## config.mk

```make
export PLATFORM = sky130hd
export DESIGN_NAME = condlogic_it
export DESIGN_NICKNAME = d
export VERILOG_FILES = /design/src/rtl/condlogic_pkg.sv /design/src/rtl/condlogic_it_cond_eval.sv /design/src/rtl/condlogic_it_flopenr.sv /design/src/rtl/condlogic_it.sv
export SDC_FILE = /design/constraint.sdc
export NUM_CORES = 1
export LEC_CHECK = 0
export CAP_MARGIN = 0
export CORE_MARGIN = 3
export CORE_UTILIZATION = 40
export CTS_CLUSTER_DIAMETER = 40
export DETAILED_ROUTE_END_ITERATION = 6
export PLACE_DENSITY = 0.73
export SLEW_MARGIN = 20
export SYNTH_ARGS = -nofsm -noshare
export SYNTH_HDL_FRONTEND = slang
export SYNTH_SLANG_ARGS = --single-unit
```

## constraint.sdc

```tcl
create_clock -name clk -period 2.15 [get_ports clk]
set_input_delay 0.215 -clock clk [delete_from_list [all_inputs] [get_ports clk]]
set_output_delay 0.215 -clock clk [all_outputs]
set_load 0.02 [all_outputs]
```

## src/rtl/condlogic_pkg.sv

```systemverilog
// Shared condition codes, NZCV bit indices and IT sequencer state type
// for the condlogic_it condition/flag unit.
package condlogic_pkg;

  localparam logic [3:0] COND_EQ = 4'b0000;
  localparam logic [3:0] COND_NE = 4'b0001;
  localparam logic [3:0] COND_CS = 4'b0010;
  localparam logic [3:0] COND_CC = 4'b0011;
  localparam logic [3:0] COND_MI = 4'b0100;
  localparam logic [3:0] COND_PL = 4'b0101;
  localparam logic [3:0] COND_VS = 4'b0110;
  localparam logic [3:0] COND_VC = 4'b0111;
  localparam logic [3:0] COND_HI = 4'b1000;
  localparam logic [3:0] COND_LS = 4'b1001;
  localparam logic [3:0] COND_GE = 4'b1010;
  localparam logic [3:0] COND_LT = 4'b1011;
  localparam logic [3:0] COND_GT = 4'b1100;
  localparam logic [3:0] COND_LE = 4'b1101;
  localparam logic [3:0] COND_AL = 4'b1110;
  localparam logic [3:0] COND_NV = 4'b1111;

  localparam int unsigned FLAG_N = 3;
  localparam int unsigned FLAG_Z = 2;
  localparam int unsigned FLAG_C = 1;
  localparam int unsigned FLAG_V = 0;

  typedef enum logic {IT_IDLE, IT_ACTIVE} it_state_t;

endpackage

```

## src/rtl/condlogic_it_cond_eval.sv

```systemverilog
// Combinational ARM condition evaluator: EffCond + NZCV -> CondEx.
// COND_NV_UNDEF_EN makes NV evaluate false instead of always.
module cond_eval
  import condlogic_pkg::*;
(
  input  logic [3:0] i_cond,
  input  logic [3:0] i_flags,
  output logic       o_condex
);

  logic w_n, w_z, w_c, w_v;

  assign w_n = i_flags[FLAG_N];
  assign w_z = i_flags[FLAG_Z];
  assign w_c = i_flags[FLAG_C];
  assign w_v = i_flags[FLAG_V];

  always_comb begin
    o_condex = 1'b0;
    case (i_cond)
      COND_EQ: o_condex = w_z;
      COND_NE: o_condex = ~w_z;
      COND_CS: o_condex = w_c;
      COND_CC: o_condex = ~w_c;
      COND_MI: o_condex = w_n;
      COND_PL: o_condex = ~w_n;
      COND_VS: o_condex = w_v;
      COND_VC: o_condex = ~w_v;
      COND_HI: o_condex = w_c & ~w_z;
      COND_LS: o_condex = ~w_c | w_z;
      COND_GE: o_condex = (w_n == w_v);
      COND_LT: o_condex = (w_n != w_v);
      COND_GT: o_condex = ~w_z & (w_n == w_v);
      COND_LE: o_condex = w_z | (w_n != w_v);
      COND_AL: o_condex = 1'b1;
`ifdef COND_NV_UNDEF_EN
      COND_NV: o_condex = 1'b0;
`else
      COND_NV: o_condex = 1'b1;
`endif
      default: o_condex = 1'b0;
    endcase
  end

endmodule

```

## src/rtl/condlogic_it_flopenr.sv

```systemverilog
// Enabled register with asynchronous active-low reset; one per flag group.
module flopenr #(
  parameter int unsigned WIDTH = 4
) (
  input  logic             i_clk,
  input  logic             i_rst_n,
  input  logic             i_en,
  input  logic [WIDTH-1:0] i_d,
  output logic [WIDTH-1:0] o_q
);

  always_ff @(posedge i_clk or negedge i_rst_n) begin
    if (!i_rst_n)  o_q <= '0;
    else if (i_en) o_q <= i_d;
  end

endmodule

```

## src/rtl/condlogic_it.sv

```systemverilog
// Condition/flag unit with grouped flag writes and IT-block sequencer.
// Optional COND_NV_UNDEF_EN: NV never executes and raises Undef.
module condlogic_it
  import condlogic_pkg::*;
#(
  parameter int unsigned FLAG_GROUPS = 2,
  parameter int unsigned IT_MAX      = 4
) (
  input  logic                   clk,
  input  logic                   reset,
  input  logic [3:0]             Cond,
  input  logic [3:0]             ALUFlags,
  input  logic [FLAG_GROUPS-1:0] FlagW,
  input  logic                   CondLatch,
  input  logic                   FlagCommit,
  input  logic                   InstrDone,
  input  logic                   PCS,
  input  logic                   NextPC,
  input  logic                   RegW,
  input  logic                   MemW,
  input  logic                   ITStart,
  input  logic [3:0]             ITFirstCond,
  input  logic [2:0]             ITLen,
  input  logic [IT_MAX-1:0]      ITThen,
  output logic                   PCWrite,
  output logic                   RegWrite,
  output logic                   MemWrite,
  output logic [3:0]             Flags,
  output logic [3:0]             EffCond,
  output logic                   InIT,
  output logic                   ITErr
`ifdef COND_NV_UNDEF_EN
  ,
  output logic                   Undef
`endif
);

  localparam int unsigned GW = 4 / FLAG_GROUPS;

  logic [FLAG_GROUPS-1:0] r_pending;
  logic                   r_condexd;
  logic                   w_condex;
  logic [3:0]             w_flags;
  logic [3:0]             w_effcond;
  logic                   w_len_ok;

  it_state_t  r_state, w_state_nxt;
  logic [3:0] r_it_cond, w_it_cond_nxt;
  logic [3:0] r_it_then, w_it_then_nxt;
  logic [2:0] r_rem, w_rem_nxt;
  logic [1:0] r_idx, w_idx_nxt;
  logic       r_iterr, w_iterr_nxt;

  // Group g owns bits [g*GW +: GW]; the top group holds N.
  for (genvar g = 0; g < FLAG_GROUPS; g++) begin : g_flag_grp
    flopenr #(.WIDTH(GW)) u_grp (
      .i_clk   (clk),
      .i_rst_n (reset),
      .i_en    (FlagCommit & r_pending[g]),
      .i_d     (ALUFlags[g*GW +: GW]),
      .o_q     (w_flags[g*GW +: GW])
    );
  end

  assign w_effcond = (r_state == IT_ACTIVE)
                   ? {r_it_cond[3:1], r_it_cond[0] ^ ~r_it_then[r_idx]}
                   : Cond;

  cond_eval u_cond_eval (
    .i_cond   (w_effcond),
    .i_flags  (w_flags),
    .o_condex (w_condex)
  );

  // A simultaneous CondLatch reloads pending, so the commit sees the old value.
  always_ff @(posedge clk or negedge reset) begin
    if (!reset) begin
      r_pending <= '0;
      r_condexd <= 1'b0;
    end else if (CondLatch) begin
      r_condexd <= w_condex;
      r_pending <= FlagW & {FLAG_GROUPS{w_condex}};
    end else if (FlagCommit) begin
      r_pending <= '0;
    end
  end

  assign w_len_ok = (ITLen != 3'd0) && (32'(ITLen) <= IT_MAX);

  always_comb begin
    w_state_nxt   = r_state;
    w_it_cond_nxt = r_it_cond;
    w_it_then_nxt = r_it_then;
    w_rem_nxt     = r_rem;
    w_idx_nxt     = r_idx;
    w_iterr_nxt   = 1'b0;
    case (r_state)
      IT_IDLE: begin
        if (ITStart) begin
          if (w_len_ok) begin
            w_state_nxt   = IT_ACTIVE;
            w_it_cond_nxt = ITFirstCond;
            w_it_then_nxt = (ITFirstCond == COND_AL) ? '1 : 4'(ITThen);
            w_rem_nxt     = ITLen;
            w_idx_nxt     = '0;
          end else begin
            w_iterr_nxt = 1'b1;
          end
        end
      end
      IT_ACTIVE: begin
        if (ITStart) begin
          w_iterr_nxt = 1'b1;
        end else if (InstrDone) begin
          if ((PCS & r_condexd) || (r_rem == 3'd1)) begin
            w_state_nxt = IT_IDLE;
            w_rem_nxt   = '0;
            w_idx_nxt   = '0;
          end else begin
            w_rem_nxt = r_rem - 3'd1;
            w_idx_nxt = r_idx + 2'd1;
          end
        end
      end
      default: w_state_nxt = IT_IDLE;
    endcase
  end

  always_ff @(posedge clk or negedge reset) begin
    if (!reset) begin
      r_state   <= IT_IDLE;
      r_it_cond <= '0;
      r_it_then <= '0;
      r_rem     <= '0;
      r_idx     <= '0;
      r_iterr   <= 1'b0;
    end else begin
      r_state   <= w_state_nxt;
      r_it_cond <= w_it_cond_nxt;
      r_it_then <= w_it_then_nxt;
      r_rem     <= w_rem_nxt;
      r_idx     <= w_idx_nxt;
      r_iterr   <= w_iterr_nxt;
    end
  end

`ifdef COND_NV_UNDEF_EN
  logic r_undef;
  always_ff @(posedge clk or negedge reset) begin
    if (!reset) r_undef <= 1'b0;
    else        r_undef <= CondLatch & (w_effcond == COND_NV);
  end
  assign Undef = r_undef;
`endif

  assign PCWrite  = NextPC | (PCS & r_condexd);
  assign RegWrite = RegW & r_condexd;
  assign MemWrite = MemW & r_condexd;
  assign Flags    = w_flags;
  assign EffCond  = w_effcond;
  assign InIT     = (r_state == IT_ACTIVE);
  assign ITErr    = r_iterr;

endmodule

```

Yosys cells after proc, flatten, opt, wreduce, memory -nomap -nowiden
Cells that the tools add are included.
W data, S select, Z words.
{"block": "totals", "ff_bits": 22, "inputBits": 31, "out_inout_bits": 13, "wordCells": 92}
{"block": "classes", "addsub": 2, "n_lt_le_gt_ge": 2, "n_eq_ne": 23, "mux": 29, "bitwise": 18, "reduce_logical": 8}
{"op": "$eq A4 B4 Y1 const B", "n": 9}
{"op": "$eq A4 B3 Y1 const B", "n": 4}
{"op": "$mux W3", "n": 5}
{"op": "$pmux W1 S15", "n": 1}
{"op": "$mux W2", "n": 7}
{"op": "$mux W1", "n": 9}
{"op": "$eq A4 B2 Y1 const B", "n": 2}
{"op": "$mux W4", "n": 2}
{"op": "$ne A2 B2 Y1 const B", "n": 4}
{"op": "$and A1 B1 Y1", "n": 7}
{"op": "$not A1 Y1", "n": 6}
{"op": "$pmux W3 S2", "n": 1}
{"op": "$eq A4 B1 Y1 const B", "n": 1}
{"op": "$logic_not A4 Y1", "n": 1}
{"op": "$pmux W1 S2", "n": 2}
{"op": "$pmux W2 S2", "n": 1}
{"op": "$reduce_and A4 Y1", "n": 1}
{"op": "$eq A3 B1 Y1 const B", "n": 1}
{"op": "$le A3 B3 Y1 const B", "n": 1}
{"op": "$lt A2 B3 Y1 const B", "n": 1}
{"op": "$or A1 B1 Y1", "n": 3}
{"op": "$reduce_and A3 Y1", "n": 1}
{"op": "$reduce_bool A3 Y1", "n": 1}
{"op": "$sub A3 B1 Y3 const B", "n": 1}
{"op": "other kinds (10)", "n": 10}

Depth between registers and ports, before layout
{"block": "logic_depth", "word_depth": 10, "mapped_depth": 9, "mapped_depth_nobuf": 6}

Modules after synthesis
A second synthesis with hierarchy kept.
{"block": "hier_totals", "hier_cells": 124, "area_unflattened_um2": 1322.5}
{"module": "condlogic_it", "n_inst": 1, "cells_each": 87, "area_each_um2": 975.9}
{"module": "cond_eval", "n_inst": 1, "cells_each": 29, "area_each_um2": 201.4}
{"module": "flopenr", "n_inst": 2, "cells_each": 4, "area_each_um2": 72.6}

Worst setup path after synthesis
No wires, ideal clock.
{"block": "synth_timing", "kind": "reg-to-reg", "startpoint": "reg r_state, in the netlist InIT", "endpoint": "reg r_condexd", "setup_ps": 126, "t_arrival_ps": 1825, "required_time_ps": 2024, "path_slack_ps": 199, "path_stages_with_launch": 9, "path_buffers": 2, "cell_sequence": "dfrtp_1 -> buf_6 -> buf_4 -> nand3b_1 -> mux2_2 -> nand3_1 -> o2111ai_1 -> a32oi_1 -> o21ai_1"}
{"block": "synth_via", "elab_chain_cells": 4, "elab_cells_between_ends": 19, "cone_classes": "15 x eq/ne; 2 x mux; 2 x reduce/logical"}
{"element": "start, declared", "line_no": "condlogic_it.sv:47", "text": "it_state_t r_state, w_state_nxt;"}
{"element": "start signal, assigned", "line_no": "condlogic_it.sv:138", "text": "r_state <= w_state_nxt;"}
{"element": "$mux W4 *", "line_no": "condlogic_it.sv:66", "text": "? {r_it_cond[3:1], r_it_cond[0] ^ ~r_it_then[r_idx]}"}
{"element": "named net EffCond[0]", "line_no": "condlogic_it.sv:29", "text": "output logic [3:0] EffCond,"}
{"element": "$eq A4 B4 Y1", "line_no": "condlogic_it_cond_eval.sv:20", "text": "case (i_cond)"}
{"element": "$reduce_or A2 Y1 (no line)"}
{"element": "$pmux W1 S15 *", "line_no": "condlogic_it_cond_eval.sv:20"}
{"element": "end signal, assigned", "line_no": "condlogic_it.sv:81", "text": "r_condexd <= w_condex;"}
{"element": "end, declared", "line_no": "condlogic_it.sv:41", "text": "logic r_condexd;"}
The timed path passes the listed nets; every way through them passes the cells marked *.
A chain may end at the register's enable or synchronous reset.

Worst setup path after layout
{"block": "layout_timing", "startpoint": "reg r_state, in the netlist InIT", "endpoint": "out EffCond[1]"}
{"block": "layout_via", "elab_chain_cells": 1}
{"element": "$mux W4", "line_no": "condlogic_it.sv:66"}
{"element": "end, declared", "line_no": "condlogic_it.sv:29"}
Every way passes these cells.

==> results by group <==
Run status
  • Result of the run: completed

Placed design
  • Routability cong.: 0.825
  • Buffers on Ports: 43
  • Placed instance area: 0.00193 mm2
  • DP HPWL: 2860 um

Floorplan
  • IO Count: 44
  • Die X: 66.1 um
  • Vert. Die Dim: 66.1 um
  • Initial Utilization: 42.3%
  • Cell Rows: 21
  • Core ar.: 0.00342 mm2
  • DIE AREA: 0.00437 mm2

STA
  • Fin. Hold Viols: 0
  • RSZ-0062 raised after global routing: no
  • Slew margin rel.: 78.0%
  • Clk_skew: 0.00514 ns
  • Final Setup Violations: 0
  • Setup TNS: 0 ns
  • Slew Viols, Final: 0
  • Final Cycle Share: 95.3%
  • Tmin final: 2.05 ns
  • Worst-margin pin slew: 0.320 ns
  • Max frequency: 488 MHz

Layout
  • Post-route cell area: 0.00198 mm2
  • Ant. Diodes: 0
  • Multi-input gate area: 821 um2
  • Final core occ: 57.9%
  • Storage element area: 552 um2
  • Share of cells above drive strength 1: 15.1%
  • Area delta synth->final: 37.0%
  • Fillers: 314
  • Final Net Count: 233

Detailed routing
  • Post-Route WL: 3590 um
  • Drt first-iter violations: 60
  • DR vias: 1322
  • Average wire per standard cell: 14.6 um
  • Routed Antenna Nets: 0
  • DR pass1 iterations: 4
  • # DRC: 0
  • Vias per cell: 5.40

Logic synthesis
  • Area leader, netlist: dfrtp_1
  • EDFF count, synth: 0
  • Post-synthesis cell area: 0.00145 mm2
  • Synthesized net count: 187
  • Synth Flop Type: dfrtp_1
  • Post-Syn Area per Cell: 9.38 um2
  • Netlist cell types: 49
  • Area contributors post-synth: dfrtp_1 38%, mux2_2 9.4%, nor2_1 4.2%
  • Synth warn: 0
  • #FFs+latches synth: 22
  • Top-area cell type share of the netlist area: 38.1%
  • Async SR Flop Fraction: 100%
  • Post-Synthesis Cells: 154
  • Seq/Total Area, Yosys: 38.1%
  • Top-count cell post-synth: dfrtp_1
  • Commonest cells in the netlist: 22 x dfrtp_1, 16 x nor2_1, 12 x mux2_2, 9 x nand2_1, 9 x o21ai_0

GRT
  • GRT met3 Usage: 2.72%
  • Global-route wire length before repair: 5790 um
  • GR Layer Usage met1: 21.0%
  • Largest net degree at the start of global routing: 23
  • GRT Total Usage: 16.9%
  • Initial antenna violation count: 0
  • Vias in the first global route: 1324
  • Busiest layer in global routing: met2
  • GRT overflow: 0
  • Routing usage on met2: 30.4%

Clock network
  • Reg clk slew, reported paths: 0.13 ns
  • TritonCTS clock tree: done
  • Num CTS Buffers: 3
  • H-Tree Depth: 1
  • Cts hold-fix bufs: 0
  • # Post-CTS Setup Buffers: 0
  • CTS root buffer: clkbuf_4
  • Worst-Skew Late Latency: 0.31 ns
  • Largest buffer count on any clock path: 2
  • TritonCTS Sinks: 22

Power and ir drop
  • Leakage: 0.795 nW
  • Pwr Density: 1360 mW/mm2
  • Total power draw: 2.70 mW
  • VDD IR-drop max: 0.000556 V

Worst setup path
  • Worst setup EP type: output port
  • Critical path data arrival time: 1.83 ns
  • R2r setup slk: 0.12 ns
  • CP Max Fanout: 14
  • Reg2Reg Launch Point: r_idx[1]$_DFFE_PN0P_
  • Required @ worst endpoint: 1.93 ns
  • Critical Path Start Type: flop
  • Worst Setup SP: InIT$_DFF_PN0_
  • WS Path Type: flop to output port

Run
  • MaxCap Viol Count: 0

Min path
  • Hold crit path type: primary input to async pin
-- report_power, final --
part	switching [mW]	total, mW	internal (mW)
sequential	0.224	0.822	0.597
combinational	0.793	1.55	0.760
clock	0.135	0.323	0.188
total	1.15	2.70	1.55
-- metal layers --
layer / up-vias / part of all wire [%]
li1: 656 / -
met1: 628 / 44
met2: 32 / 51
met3: 6 / 4.0
met4: 0 / 0.86
met5: - / 0
-- final timing paths --
check,end,depth (start not counted)
setup / recovery,EffCond[1],2
hold / removal,ITErr$_DFF_PN0_,2
setup reg to reg,r_condexd$_DFFE_PN0P_,7
hold reg to reg,r_pending[0]$_DFFE_PN0P_,2
max in group asynchronous,InIT$_DFF_PN0_,2
min in group clk,ITErr$_DFF_PN0_,3
-- through the flow --
stage	hold slack (ns)	instances	setup WS [ns]
final	0.232	245	0.102
after global routing	0.244	245	0.00981
after CTS	0.236	245	0.00662
after detailed placement	0.496	241	0.0295
after global placement	0.493	241	0.0852
after floorplan	-0.0806	154	0.199
-- cell usage in the layout, fill, tap and decap left out, types with 2 or more instances in the layout --
cell type / synthesis / final
clkdlybuf4s50_1: 0 / 42
dfrtp_1: 22 / 21
nor2_1: 16 / 16
mux2_2: 12 / 12
o21ai_0: 9 / 9
nand2_1: 9 / 9
inv_1: 8 / 8
and2_1: 6 / 6
a21oi_1: 6 / 6
buf_4: 1 / 5
mux2i_1: 4 / 4
nand2b_1: 4 / 4
o21ai_1: 4 / 4
nand3_1: 3 / 3
nor3b_1: 3 / 3
nand4_1: 3 / 3
a32oi_1: 3 / 3
clkbuf_4: 0 / 3
nand3b_1: 2 / 2
a21o_1: 2 / 2
a221o_1: 2 / 2
nor3_1: 2 / 2
o2111ai_1: 2 / 2
ha_1: 2 / 2
-- sequential cells by signal, summed over array words and instances (netlist names) --
name                  cells
InIT                      1
r_condexd                 1
r_idx                     2
ITErr                     1
r_it_then                 4
g_flag_grp.u_grp.o_q      4
r_it_cond                 4
r_rem                     3
r_pending                 2
-- worst max-delay path, cell delays in order, from the launching register on --
cell	delay (ns)
dfrtp_2	0.51
mux2_2	0.44
clkdlybuf4s50_1	0.56
-- cells by family after synthesis --
family / after synthesis / synth area share, %
buffers and inverters: 16 / 5.11
flip-flops: 22 / 38.1
AND/OR/NAND/NOR: 58 / 22.3
multiplexers: 17 / 13.7
AO/OA/AOI/OAI: 38 / 18.4
XOR/XNOR: 1 / 0.606
adder cells (fa/ha/maj): 2 / 1.73
-- cell type report --
class	count	share of cell area, %
tap	46	2.91
multi-input combinational	116	41.5
inverter	9	1.71
sequential	22	27.9
clock buffer	3	1.14
clock inverter	1	1.52
timing repair buffer	48	23.4
-- timing repair --
| action | in CTS | in global routing |
|---|---|---|
| gates resized for setup | 2 | 2 |
| endpoints found under the setup margin | 2 | 1 |
| pin swaps | 0 | 0 |
No activity file was read; power rests on OpenSTA's default activity.
